<file path="src/rtl/layer_serializer.sv">
// layer_serializer: captures a full layer of neuron results and streams them one word per cycle.
// Define LAYER_SERIALIZER_ARGMAX_EN to build the running signed argmax over each stream.
module layer_serializer #(
    parameter int NUM_NEURON = 30,
    parameter int DATA_WIDTH = 16
) (
    input  logic                             clk,
    input  logic                             rst,
    input  logic [NUM_NEURON*DATA_WIDTH-1:0] neuron_data,
    input  logic [NUM_NEURON-1:0]            neuron_valid,
    output logic [DATA_WIDTH-1:0]            out_data,
    output logic                             out_valid,
    output logic                             busy,
    output logic                             overflow,
    output logic                             valid_err,
    output logic [$clog2(NUM_NEURON)-1:0]    class_idx,
    output logic [DATA_WIDTH-1:0]            class_max,
    output logic                             class_valid
);
    localparam int CW = $clog2(NUM_NEURON);
    localparam logic [CW-1:0] LAST = CW'(NUM_NEURON - 1);

    typedef enum logic {IDLE, SHIFT} state_t;
    state_t state, state_nxt;

    logic [CW-1:0]         cnt, cnt_inc;
    logic [DATA_WIDTH-1:0] shadow [NUM_NEURON];
    logic                  all_valid, part_valid, at_last, accept;

    assign all_valid  = &neuron_valid;
    assign part_valid = |neuron_valid & ~all_valid;
    assign at_last    = cnt == LAST;
    assign cnt_inc    = cnt + CW'(1);
    // A new layer is only taken when the shifter is idle or emitting its final word.
    assign accept     = all_valid & (state == IDLE | at_last);

    always_ff @(posedge clk) begin
        if (rst) state <= IDLE;
        else     state <= state_nxt;
    end

    always_comb begin
        state_nxt = accept ? SHIFT : (state == SHIFT && at_last) ? IDLE : state;
    end

    always_comb begin
        busy      = state == SHIFT;
        out_valid = busy;
    end

    always_ff @(posedge clk) begin
        if (rst) begin
            cnt       <= '0;
            out_data  <= '0;
            overflow  <= 1'b0;
            valid_err <= 1'b0;
            for (int k = 0; k < NUM_NEURON; k++) shadow[k] <= '0;
        end else begin
            if (accept) begin
                for (int k = 0; k < NUM_NEURON; k++) shadow[k] <= neuron_data[k*DATA_WIDTH +: DATA_WIDTH];
                out_data <= neuron_data[DATA_WIDTH-1:0];
            end else if (busy && !at_last) begin
                out_data <= shadow[cnt_inc];
            end
            cnt <= (!accept && busy && !at_last) ? cnt_inc : '0;
            if (all_valid && !accept) overflow <= 1'b1;
            if (part_valid) valid_err <= 1'b1;
        end
    end

`ifdef LAYER_SERIALIZER_ARGMAX_EN
    logic [DATA_WIDTH-1:0] run_max, best_max;
    logic [CW-1:0]         run_idx, best_idx;
    logic                  take;

    // Strict greater-than keeps the lower index on ties; word 0 always reseeds.
    always_comb begin
        take     = cnt == '0 || $signed(out_data) > $signed(run_max);
        best_max = take ? out_data : run_max;
        best_idx = take ? cnt : run_idx;
    end

    always_ff @(posedge clk) begin
        if (rst) begin
            run_max     <= '0;
            run_idx     <= '0;
            class_max   <= '0;
            class_idx   <= '0;
            class_valid <= 1'b0;
        end else begin
            class_valid <= busy && at_last;
            if (busy) begin
                run_max <= best_max;
                run_idx <= best_idx;
            end
            if (busy && at_last) begin
                class_max <= best_max;
                class_idx <= best_idx;
            end
        end
    end
`else
    assign class_idx   = '0;
    assign class_max   = '0;
    assign class_valid = 1'b0;
`endif
endmodule

</file>
<file path="config.mk">
export PLATFORM = sky130hd
export DESIGN_NAME = layer_serializer
export DESIGN_NICKNAME = d
export VERILOG_FILES = /design/src/rtl/layer_serializer.sv
export SDC_FILE = /design/constraint.sdc
export NUM_CORES = 1
export LEC_CHECK = 0
export ABC_AREA = 1
export BUFFER_PORTS_ARGS = -buffer_cell sky130_fd_sc_hd__buf_2
export CORE_MARGIN = 10
export CORE_UTILIZATION = 35
export CTS_BUF_LIST = sky130_fd_sc_hd__clkbuf_4 sky130_fd_sc_hd__clkbuf_8 sky130_fd_sc_hd__clkbuf_16
export DETAILED_ROUTE_END_ITERATION = 10
export PLACE_DENSITY = 0.52
export SYNTH_ARGS = -nofsm -noshare
export SYNTH_HDL_FRONTEND = slang
export SYNTH_SLANG_ARGS = --single-unit
</file>
<file path="constraint.sdc">
create_clock -name clk -period 57.3 [get_ports clk]
set_input_delay 14.325 -clock clk [delete_from_list [all_inputs] [get_ports clk]]
set_output_delay 14.325 -clock clk [all_outputs]
set_load 0.02 [all_outputs]
</file>
==> flow_summary.yaml <==
setup_path:
  reg2reg_to: "shadow[28][10]$_SDFFCE_PP0P_"
  rrSetupSlack_ns: 51.71
  end_kind: "flop"
  required_ns: 57.54
  timing.critical_path.to: "shadow[28][10]$_SDFFCE_PP0P_"
  slowest_stage: "buf_4"
  crit_buf_inv: 5
  r2r_cells: 8
  startpoint_type: "primary input"
  crit_fanout: 82
  reg2reg_from: "cnt[0]$_SDFF_PP0_"
  crit_cells: 11
  startpoint: "neuron_valid[20]"
  path_class: "primary input to flop"
  cp.arrival_ns: 18.79
  cp_cell_sequence: "buf_2, nand2_1, nor2_1, nand2_1, nor2_1, nand2_1, buf_4, o21ai_4, buf_4, buf_4, buf_4"
  cp_slowest_stage_delay_ns: 0.95
  path_delay_family: "buffers and inverters"
  critPathMostFrequentCell: "buf_4"
clock_tree:
  cts_resized: 0
  clk_pin_slew_ns: 0.06
  cts_buffers: 56
  tritoncts: "built"
  clock-root-buffer: "clkbuf_16"
  cts_buffer_depth: 3
  cts.sink_count: 504
  holdBufCountCts: 0
  cts_setup_buffers: 0
  h-tree-depth: 2
  clock_latency_ns: 0.62
die:
  row_count: 99
  num_io_pins: 554
  dieArea_sq_um: 84200
  die-width_um: 290
  die_h_um: 290
  initial_core_util: 0.351
  fp.coreArea_sq_um: 72700
global_routing:
  grt_pass1_vias: 20300
  grt_pass1_wl_mm: 126
  met1_usage: 0.249
  met2_usage: 0.327
  grt-busiest-layer: "met2"
  grt_max_degree: 204
  grtUsageMet3: 0.0522
  track_usage: 0.196
  antenna_found_initial: 17
  grt-ovfl-total: 0
synth:
  synth.distinct_cells: 30
  syn_avg_cell_area_sq_um: 8.36
  synth_compound_area_frac: 0.00411
  synth-async-reset-ratio: 0
  synth_top_family_by_area: "simple AND/OR/NAND/NOR gates"
  yosys_register_bits: 504
  syn_inst: 3058
  synth.top_cells.by_count: "nand2_1 (728), inv_1 (711), edfxtp_1 (480), nor2_1 (420), nand3_1 (387)"
  synth_ff_type: "edfxtp_1"
  synth_warnings: 0
  synth-simple-area-share: 0.269
  ys_seq_area_frac: 0.583
  synth_most_common_cell: "nand2_1"
  synth_top_cell_by_area: "edfxtp_1"
  synthTopCellsByArea: "edfxtp_1 (56%), nand2_1 (11%), inv_1 (10%)"
  synth_edf_count: 480
  syn_area_sq_um: 25600
  muxShareOfSynthArea: 0
  synthAdderAreaFrac: 0.000979
  synth-xor-area-share: 0.000979
  netlist.area_leader.share: 0.564
detailed_routing:
  drc: 0
  ant_nets: 0
  vias: 20300
  routed_via_density: 4.51
  drt-total-wl_mm: 86.1
  drt-initial-drc-count: 1565
  firstDrtPassIters: 5
  route.detailed.wl_per_inst_um: 19.1
sta:
  slew_violations: 0
  final.min_clock_period_ns: 18.55
  slew_headroom: 0.244
  max_freq_ghz: 0.0539
  tns_ns: 0
  post-route-period-util: 0.324
  setup_violations: 0
  tightest_slew_ns: 1.13
  hold_viol: 0
  rsz0062_at_grt: "no"
  finalClockSkew_ns: 0.0304
final_layout:
  final_nets: 4020
  drive_gt1_frac: 0.208
  synthToLayoutAreaGrowth_pct: 19.7
  fin_util: 0.421
power:
  p_leak_nw: 15.3
  p_per_area_nw_per_um2: 27.3
  peakVddDrop_mv: 0.0207
place:
  io_buffers: 531
  gp_congestion: 0.795
  dp_hpwl_mm: 61.5
outcome:
  status: "finished clean"
run:
  drv_cap: 0
worst_hold_path:
  hp-class: "flop to flop"
[how the worst min path moves through the flow]
stage                     cells after the start                   start                     end
after detailed placement                      2  valid_err$_SDFFE_PP0P_  valid_err$_SDFFE_PP0P_
final                                         2  valid_err$_SDFFE_PP0P_  valid_err$_SDFFE_PP0P_
after global routing                          2  valid_err$_SDFFE_PP0P_  valid_err$_SDFFE_PP0P_
after global placement                        2  valid_err$_SDFFE_PP0P_  valid_err$_SDFFE_PP0P_
after floorplan                               2  valid_err$_SDFFE_PP0P_  valid_err$_SDFFE_PP0P_
after CTS                                     2  valid_err$_SDFFE_PP0P_  valid_err$_SDFFE_PP0P_
[final cells by class]
| type | count | area, sq um |
|---|---|---|
| antenna | 5 | 12.5 |
| clock buffer | 82 | 1630 |
| clock inverter | 18 | 144 |
| fill | 7508 | 42100 |
| inverter | 714 | 2690 |
| multi-input combinational | 1678 | 7170 |
| sequential | 504 | 14900 |
| tap | 959 | 1200 |
| timing repair buffer | 552 | 2840 |
[metal layers]
metal,wire (um),up-vias
met2,41600,565
li1,-,10100
met4,1930,20
met5,124,-
met3,6010,113
met1,36400,9489
[power breakdown]
part           switching, mW  leakage [nW]  internal [mW]
clock                  0.145         0.901          0.205
combinational         0.0356          9.39         0.0220
sequential           0.00433          5.01          0.422
total                  0.185          15.3          0.649
[registers in the layout, summed over array words and instances (netlist names)]
| register | flops |
|---|---|
| shadow | 480 |
| out_data | 16 |
| cnt | 5 |
| busy | 1 |
| valid_err | 1 |
| overflow | 1 |
[tightest hold or removal path: cells and delay by family (launching register included)]
family          cells  cell delay, ns
flops               1            0.31
buf+inv             1            0.05
compound gates      1            0.05
[through the flow]
step                      std cells  power, mW  worst slack (ns)  instance area (sq um)  hold slack, ns
after floorplan                3079      0.484              6.96                  25600           0.526
after global placement         4407      0.492             38.04                  28800           0.452
after detailed placement       4407      0.492             38.05                  28800           0.451
after CTS                      4507      0.844             38.69                  30600           0.461
after global routing           4509      0.866             38.34                  30600           0.482
final                          4512      0.835             38.75                  30600           0.457
[cells by family after synthesis]
kind of cell	count (synthesis)
and+or+nand+nor	1631
buffers and inverters	897
DFF	504
AOI/OAI and AO/OA	21
xor gates and xnor gates	2
adders and majority gates	2
other	1
[cells in the final DEF (no fill, tap or decap)]
cell	instances
nand2_1	727
inv_1	709
buf_2	530
edfxtp_1	480
nor2_1	420
nand3_1	387
nor2_2	80
clkbuf_16	57
dfxtp_1	23
conb_1	22
clkbuf_4	22
buf_4	20
a21oi_1	18
clkinv_1	11
clkinv_2	6
diode_2	5
nand4_1	4
clkbuf_8	4
inv_4	2
nand2_2	2
o21ai_0	2
nor4_1	2
nor3_1	2
nor3b_1	2
bufinv_16	2
inv_8	1
xnor2_2	1
xor2_4	1
or2_2	1
nand4_2	1
nand2_4	1
o21ai_4	1
nor2_8	1
nand2_8	1
ha_4	1
ha_1	1
inv_16	1
dfxtp_4	1
buf_12	1
Power figures use the tool's default switching activity.
